## config.mk

```make
export PLATFORM = sky130hd
export DESIGN_NAME = spr_access_ctrl
export DESIGN_NICKNAME = d
export VERILOG_FILES = /design/src/rtl/spr_access_ctrl.sv
export SDC_FILE = /design/constraint.sdc
export NUM_CORES = 1
export LEC_CHECK = 0
export ABC_CLOCK_PERIOD_IN_PS = 2000
export CORE_AREA = 5 5 88 90
export CTS_CLUSTER_SIZE = 14
export DETAILED_ROUTE_END_ITERATION = 16
export DIE_AREA = 0 0 93 95
export DONT_BUFFER_PORTS = 1
export PLACE_DENSITY = 0.65
export SETUP_SLACK_MARGIN = 0.4
export SYNTH_ARGS = -nofsm -noshare
export SYNTH_HDL_FRONTEND = slang
export SYNTH_SLANG_ARGS = --single-unit
```

## constraint.sdc

```tcl
create_clock -name clk_i -period 2 [get_ports clk_i]
set_clock_uncertainty 0.2 [all_clocks]
set_input_delay 0.1 -clock clk_i [delete_from_list [all_inputs] [get_ports clk_i]]
set_output_delay 0.1 -clock clk_i [all_outputs]
set_load 0.05 [all_outputs]
```

## src/rtl/spr_access_ctrl.sv

```systemverilog
// ---------------------------------------------------------------------------
// spr_access_ctrl
//
// Initiator-side controller for the special-purpose register (SPR) file.
// Takes mfspr/mtspr requests from the execute stage, decodes the swapped-half
// SPR field, checks legality and privilege, drives one write port and one
// read port of the SPR file, and returns read data or an exception code on a
// registered valid/ready response channel.
//
// Ports
//   clk_i          clock, rising edge
//   rst_i          synchronous active-high reset
//   req_valid_i    request present
//   req_ready_o    request accepted this cycle
//   req_wr_i       1 = mtspr, 0 = mfspr
//   req_sprn_i     raw instruction SPR field (halves swapped)
//   req_wdata_i    mtspr source data
//   req_pr_i       MSR[PR], 1 = user mode
//   req_tag_i      opaque tag echoed on the response
//   rsp_valid_o    response present
//   rsp_ready_i    consumer takes the response
//   rsp_rdata_o    SPR value read during EXEC (0 on exception)
//   rsp_tag_o      echoed tag
//   rsp_exc_o      00 ok, 01 illegal SPR, 10 privilege violation
//   spr_wr_o       SPR file write enable (EXEC only)
//   spr_waddr_o    decoded SPR number for the write
//   spr_wd_o       write data
//   spr_raddr_o    decoded SPR number for the read
//   spr_rd_i       combinational read data from the SPR file
//   exc_cnt_o      saturating count of responses with nonzero exception code
// ---------------------------------------------------------------------------
module spr_access_ctrl #(
    parameter int SPR_DEPTH = 10,
    parameter int SPR_WIDTH = 32,
    parameter int TAG_W     = 4
) (
    input  logic                 clk_i,
    input  logic                 rst_i,
    input  logic                 req_valid_i,
    output logic                 req_ready_o,
    input  logic                 req_wr_i,
    input  logic [SPR_DEPTH-1:0] req_sprn_i,
    input  logic [SPR_WIDTH-1:0] req_wdata_i,
    input  logic                 req_pr_i,
    input  logic [TAG_W-1:0]     req_tag_i,
    output logic                 rsp_valid_o,
    input  logic                 rsp_ready_i,
    output logic [SPR_WIDTH-1:0] rsp_rdata_o,
    output logic [TAG_W-1:0]     rsp_tag_o,
    output logic [1:0]           rsp_exc_o,
    output logic                 spr_wr_o,
    output logic [SPR_DEPTH-1:0] spr_waddr_o,
    output logic [SPR_WIDTH-1:0] spr_wd_o,
    output logic [SPR_DEPTH-1:0] spr_raddr_o,
    input  logic [SPR_WIDTH-1:0] spr_rd_i,
    output logic [7:0]           exc_cnt_o
);

    localparam int HALF = SPR_DEPTH / 2;

    localparam logic [1:0] EXC_OK      = 2'b00;
    localparam logic [1:0] EXC_ILLEGAL = 2'b01;
    localparam logic [1:0] EXC_PRIV    = 2'b10;

    // Architected SPR numbers that this file implements.
    localparam logic [SPR_DEPTH-1:0] SPRN_XER   = SPR_DEPTH'(10'd1);
    localparam logic [SPR_DEPTH-1:0] SPRN_LR    = SPR_DEPTH'(10'd8);
    localparam logic [SPR_DEPTH-1:0] SPRN_CTR   = SPR_DEPTH'(10'd9);
    localparam logic [SPR_DEPTH-1:0] SPRN_DEC   = SPR_DEPTH'(10'd22);
    localparam logic [SPR_DEPTH-1:0] SPRN_SRR0  = SPR_DEPTH'(10'd26);
    localparam logic [SPR_DEPTH-1:0] SPRN_SRR1  = SPR_DEPTH'(10'd27);
    localparam logic [SPR_DEPTH-1:0] SPRN_SPRG0 = SPR_DEPTH'(10'd272);
    localparam logic [SPR_DEPTH-1:0] SPRN_SPRG1 = SPR_DEPTH'(10'd273);
    localparam logic [SPR_DEPTH-1:0] SPRN_SPRG2 = SPR_DEPTH'(10'd274);
    localparam logic [SPR_DEPTH-1:0] SPRN_SPRG3 = SPR_DEPTH'(10'd275);
    localparam logic [SPR_DEPTH-1:0] SPRN_PVR   = SPR_DEPTH'(10'd287);

    typedef enum logic [1:0] {
        ST_IDLE = 2'b00,
        ST_EXEC = 2'b01,
        ST_RESP = 2'b10
    } state_e;

    // The instruction encodes the SPR number with its two halves swapped.
    function automatic logic [SPR_DEPTH-1:0] decode_sprn(input logic [SPR_DEPTH-1:0] f);
        return {f[HALF-1:0], f[SPR_DEPTH-1:HALF]};
    endfunction

    function automatic logic is_legal_sprn(input logic [SPR_DEPTH-1:0] n);
        logic legal;
        case (n)
            SPRN_XER, SPRN_LR, SPRN_CTR, SPRN_DEC,
            SPRN_SRR0, SPRN_SRR1,
            SPRN_SPRG0, SPRN_SPRG1, SPRN_SPRG2, SPRN_SPRG3,
            SPRN_PVR: legal = 1'b1;
            default:  legal = 1'b0;
        endcase
        return legal;
    endfunction

    // Exception priority: illegal number, then write to read-only PVR,
    // then privileged SPR (n[4] set) accessed from user mode.
    function automatic logic [1:0] calc_exc(input logic                 wr,
                                            input logic [SPR_DEPTH-1:0] n,
                                            input logic                 pr);
        logic [1:0] exc;
        if (!is_legal_sprn(n)) begin
            exc = EXC_ILLEGAL;
        end else if (wr && (n == SPRN_PVR)) begin
            exc = EXC_ILLEGAL;
        end else if (n[4] && pr) begin
            exc = EXC_PRIV;
        end else begin
            exc = EXC_OK;
        end
        return exc;
    endfunction

    state_e state_q, state_d;

    logic [TAG_W-1:0]     tag_q, tag_d;
    logic [1:0]           exc_q, exc_d;
    logic [SPR_DEPTH-1:0] raddr_q, raddr_d;
    logic [SPR_DEPTH-1:0] waddr_q, waddr_d;
    logic [SPR_WIDTH-1:0] wd_q, wd_d;
    logic                 spr_wr_q, spr_wr_d;
    logic                 rsp_valid_q, rsp_valid_d;
    logic [SPR_WIDTH-1:0] rsp_rdata_q, rsp_rdata_d;
    logic [TAG_W-1:0]     rsp_tag_q, rsp_tag_d;
    logic [1:0]           rsp_exc_q, rsp_exc_d;
    logic [7:0]           exc_cnt_q, exc_cnt_d;

    logic                 req_ready_s;
    logic                 rsp_hs_s;
    logic                 accept_s;
    logic [SPR_DEPTH-1:0] req_n_s;
    logic [1:0]           req_exc_s;

    assign req_n_s   = decode_sprn(req_sprn_i);
    assign req_exc_s = calc_exc(req_wr_i, req_n_s, req_pr_i);
    assign accept_s  = req_valid_i & req_ready_s;

    // Next-state logic and request/response handshake qualifiers.
    always_comb begin
        state_d     = state_q;
        req_ready_s = 1'b0;
        rsp_hs_s    = 1'b0;
        case (state_q)
            ST_IDLE: begin
                req_ready_s = 1'b1;
                if (req_valid_i) begin
                    state_d = ST_EXEC;
                end else begin
                    state_d = ST_IDLE;
                end
            end
            ST_EXEC: begin
                state_d = ST_RESP;
            end
            ST_RESP: begin
                // Completing the response frees the slot for a back-to-back request.
                if (rsp_ready_i) begin
                    req_ready_s = 1'b1;
                    rsp_hs_s    = 1'b1;
                    if (req_valid_i) begin
                        state_d = ST_EXEC;
                    end else begin
                        state_d = ST_IDLE;
                    end
                end else begin
                    state_d = ST_RESP;
                end
            end
            default: begin
                state_d = ST_IDLE;
            end
        endcase
    end

    // State register.
    always_ff @(posedge clk_i) begin
        if (rst_i) begin
            state_q <= ST_IDLE;
        end else begin
            state_q <= state_d;
        end
    end

    // Datapath next values: request latch, SPR port drive, response and counter.
    always_comb begin
        tag_d       = tag_q;
        exc_d       = exc_q;
        raddr_d     = raddr_q;
        waddr_d     = waddr_q;
        wd_d        = wd_q;
        spr_wr_d    = 1'b0;
        rsp_valid_d = rsp_valid_q;
        rsp_rdata_d = rsp_rdata_q;
        rsp_tag_d   = rsp_tag_q;
        rsp_exc_d   = rsp_exc_q;
        exc_cnt_d   = exc_cnt_q;

        // Addresses are loaded on acceptance so they are valid throughout
        // EXEC and then simply hold until the next request.
        if (accept_s) begin
            tag_d    = req_tag_i;
            exc_d    = req_exc_s;
            raddr_d  = req_n_s;
            waddr_d  = req_n_s;
            wd_d     = req_wdata_i;
            spr_wr_d = req_wr_i & (req_exc_s == EXC_OK);
        end else begin
            spr_wr_d = 1'b0;
        end

        // The read is combinational, so an mtspr returns the pre-write value.
        if (state_q == ST_EXEC) begin
            rsp_valid_d = 1'b1;
            rsp_tag_d   = tag_q;
            rsp_exc_d   = exc_q;
            if (exc_q == EXC_OK) begin
                rsp_rdata_d = spr_rd_i;
            end else begin
                rsp_rdata_d = {SPR_WIDTH{1'b0}};
            end
        end else if (rsp_hs_s) begin
            rsp_valid_d = 1'b0;
        end else begin
            rsp_valid_d = rsp_valid_q;
        end

        if (rsp_hs_s && (rsp_exc_q != EXC_OK) && (exc_cnt_q != 8'hFF)) begin
            exc_cnt_d = exc_cnt_q + 8'd1;
        end else begin
            exc_cnt_d = exc_cnt_q;
        end
    end

    // Datapath registers.
    always_ff @(posedge clk_i) begin
        if (rst_i) begin
            tag_q       <= {TAG_W{1'b0}};
            exc_q       <= EXC_OK;
            raddr_q     <= {SPR_DEPTH{1'b0}};
            waddr_q     <= {SPR_DEPTH{1'b0}};
            wd_q        <= {SPR_WIDTH{1'b0}};
            spr_wr_q    <= 1'b0;
            rsp_valid_q <= 1'b0;
            rsp_rdata_q <= {SPR_WIDTH{1'b0}};
            rsp_tag_q   <= {TAG_W{1'b0}};
            rsp_exc_q   <= EXC_OK;
            exc_cnt_q   <= 8'd0;
        end else begin
            tag_q       <= tag_d;
            exc_q       <= exc_d;
            raddr_q     <= raddr_d;
            waddr_q     <= waddr_d;
            wd_q        <= wd_d;
            spr_wr_q    <= spr_wr_d;
            rsp_valid_q <= rsp_valid_d;
            rsp_rdata_q <= rsp_rdata_d;
            rsp_tag_q   <= rsp_tag_d;
            rsp_exc_q   <= rsp_exc_d;
            exc_cnt_q   <= exc_cnt_d;
        end
    end

    // Reset asserted during EXEC must suppress the write in that very cycle.
    assign spr_wr_o    = spr_wr_q & ~rst_i;
    assign req_ready_o = req_ready_s & ~rst_i;

    assign spr_waddr_o = waddr_q;
    assign spr_raddr_o = raddr_q;
    assign spr_wd_o    = wd_q;
    assign rsp_valid_o = rsp_valid_q;
    assign rsp_rdata_o = rsp_rdata_q;
    assign rsp_tag_o   = rsp_tag_q;
    assign rsp_exc_o   = rsp_exc_q;
    assign exc_cnt_o   = exc_cnt_q;

endmodule

```

==> impl_metrics.yaml <==
clock_tree:
  cts.sink_count: 98
  postCtsHoldBufs: 6
  cts.htree.levels: 3
  cts.root.buffer_cell: "clkbuf_8"
  clkSlewWorstSetupHoldPaths_ns: 0.09
  insertion_delay_ns: 0.34
  cts_inserted_buffers: 9
  cts_buffer_depth: 2
  cts_tree: "built"
power:
  power_density_over_the_cells_nw_per_um2: 913
  vdd.ir_drop.worst_mv: 0.479
  p_leak_nw: 1.78
logic_synthesis:
  ys_dominant_reg_cell: "dfxtp_1"
  mappedNetlistNets: 517
  synth-edff-count: 0
  synthesis.area_per_instance_um2: 8.41
  synth_top_area_frac: 0.540
  netlist.top_cell.by_area: "dfxtp_1"
  syn_std_cell_area_um2: 3630
  synth-seq-cells: 98
  synth_async_sr_flop_share: 0
  ys_seq_area_frac: 0.540
  synth_warnings: 0
  yosysUniqueCellTypes: 40
  postSynthCellCount: 432
  synth_top_cells_by_area: "dfxtp_1, nand2_1, a21oi_1"
grt:
  grt_total_ovfl: 0
  grtUsageMet3: 0.0789
  antenna_found_initial: 0
  wire_length_of_the_first_global_routing_pass_mm: 14.7
  grt.total_usage: 0.207
  grtUsageMet1: 0.249
  grt_busiest_layer: "met2"
  grt_use_met2: 0.334
  grt_pass1_vias: 3045
  pin_count_of_the_biggest_net_entering_global_routing: 102
cells_and_area:
  post_route_cells_drive_above_1_share: 0.227
  layout.nets: 564
  area.growth.synth_to_final_pct: 24.2
  final_util: 0.646
  layout.cells.most_common_list: "nand2_1, dfxtp_1, buf_4"
  antennaDiodeCount: 0
  layout.cells.most_common: "nand2_1"
floorplanning:
  floorplan.die_area_um2: 8840
  rows: 31
  core_area_um2: 6980
  die_width_um: 93
  die_h_um: 95
  initial_utilization: 0.520
  pin_count: 185
route:
  dr_total_vias: 3127
  dr.first_iter.drc_count: 118
  final_antenna_net_count: 0
  finalWirelength_mm: 9.09
  drt-vias-per-instance: 5.52
  drt-pass1-iter-count: 4
  dr_wl_cell_um: 16.1
  drt_drc_violations_left: 0
critical_path:
  worstSetupPathType: "reg -> reg"
  critPathMaxFanout: 7
  crit_path_end_kind: "register"
  cp_data_arrival_time_ns: 1.83
  critPathLaunchType: "register"
  worst_ep_required_ns: 2.08
status:
  run_status: "complete, but fails checks"
  violations: "negative hold slack"
sta:
  timing.fmax_ghz: 0.572
  fin_crit_share: 0.874
  grt_setup_unrepaired: "yes"
  final_count_of_hold_timing_violations: 98
  worst_slew_margin_rel: 0.615
  timing.final.ws_setup_ns: 0.252
  final.hold.worst_slack_ns: -0.391
  actual_slew_at_the_worst_max_slew_pin_ns: 0.576
  timing.final.crit_period_ns: 1.75
  finalSetupTns_ns: 0
  setup_viol_count_final: 0
  count_of_pins_over_their_slew_limit: 0
placement:
  place.port_buffers: 0
  dp_slack_ns: 0.173
  routabilityCongestion: 0.799
  dp_hpwl_mm: 6.15
run:
  maxcap_violations: 0
worst_hold_path:
  worstHoldPathType: "in -> reg"
cell type report:
class / instances / area (µm²)
clock inverters: 5 / 80.1
clock buffers: 11 / 131
well taps: 82 / 103
repair buffers: 75 / 619
fillers: 619 / 2470
multi-input cells: 291 / 1570
inverters: 4 / 15.0
flip-flops and latches: 98 / 1990
report_power, final:
part	leakage [nW]	internal, mW	switching [mW]	total (mW)
Combinational	0.874	0.177	0.421	0.598
Clock	0.0995	0.704	0.628	1.33
Sequential	0.808	2.04	0.150	2.19
Total	1.78	2.92	1.20	4.12
final timing paths:
kind | start | end | slack, ns | depth (start not counted)
setup / recovery | exc_cnt_o[4] | exc_cnt_o[5] | 0.25 | 4
hold / removal | rst_i | exc_cnt_o[3] | -0.39 | 1
setup reg to reg | exc_cnt_o[4] | exc_cnt_o[5] | 0.25 | 4
hold reg to reg | spr_wd_o[19] | spr_wd_o[19] | 0.25 | 2
stage by stage:
step	std cells	total power [mW]	area (µm²)
after floorplan	432	2.71	3690
after global placement	538	2.80	4090
after detailed placement	538	2.81	4090
after CTS	566	4.17	4470
after global routing	566	4.32	4510
final	566	4.12	4510
critical path: stages (launching register included):
cell and delay, ns:
dfxtp_4 0.43, nand4_1 0.27, o221ai_4 0.18, or4_1 0.49, a21oi_1 0.12
sequential cells by signal (all words and copies together), names as in the netlist:
register	count
exc_q	2
state_q	2
rsp_exc_o	2
rsp_rdata_o	32
spr_wr_q	1
exc_cnt_o	8
tag_q	4
spr_wd_o	32
spr_waddr_o	10
rsp_tag_o	4
rsp_valid_o	1
synth_stat cells (all sizes together), types with 2 or more instances:
library cell,count
a22oi,32
o31ai,4
clkbuf,21
buf,19
nor3,3
dfxtp,98
nor2b,3
o21ai,6
nand2,110
nand2b,2
a21oi,59
nand3,4
or4,5
or3,2
nor2,39
inv,4
layer usage:
layer,part of all wire,wire (µm)
met3,0.11,998
met4,0.013,114
met1,0.40,3650
met2,0.48,4330
met5,0,0
logic make-up after synthesis:
group	Yosys count	synth area share
AOI/OAI and AO/OA	110	0.187
xor gates and xnor gates	1	0.00241
adders and majority gates	1	0.00345
buffers and inverters	44	0.0575
DFF	98	0.540
muxes	1	0.00276
and+or+nand+nor	177	0.206
timing repair:
| item | CTS | global route |
|---|---|---|
| gates resized for setup | 10 | 10 |
| endpoints found under the hold margin | 98 | 97 |
| cloned | 1 | 0 |
| endpoints found under the setup margin | 9 | 41 |
| buffers inserted | 5 | 0 |
| pin swaps | 6 | 2 |
Note: power is estimated with default switching activity, not from simulation.
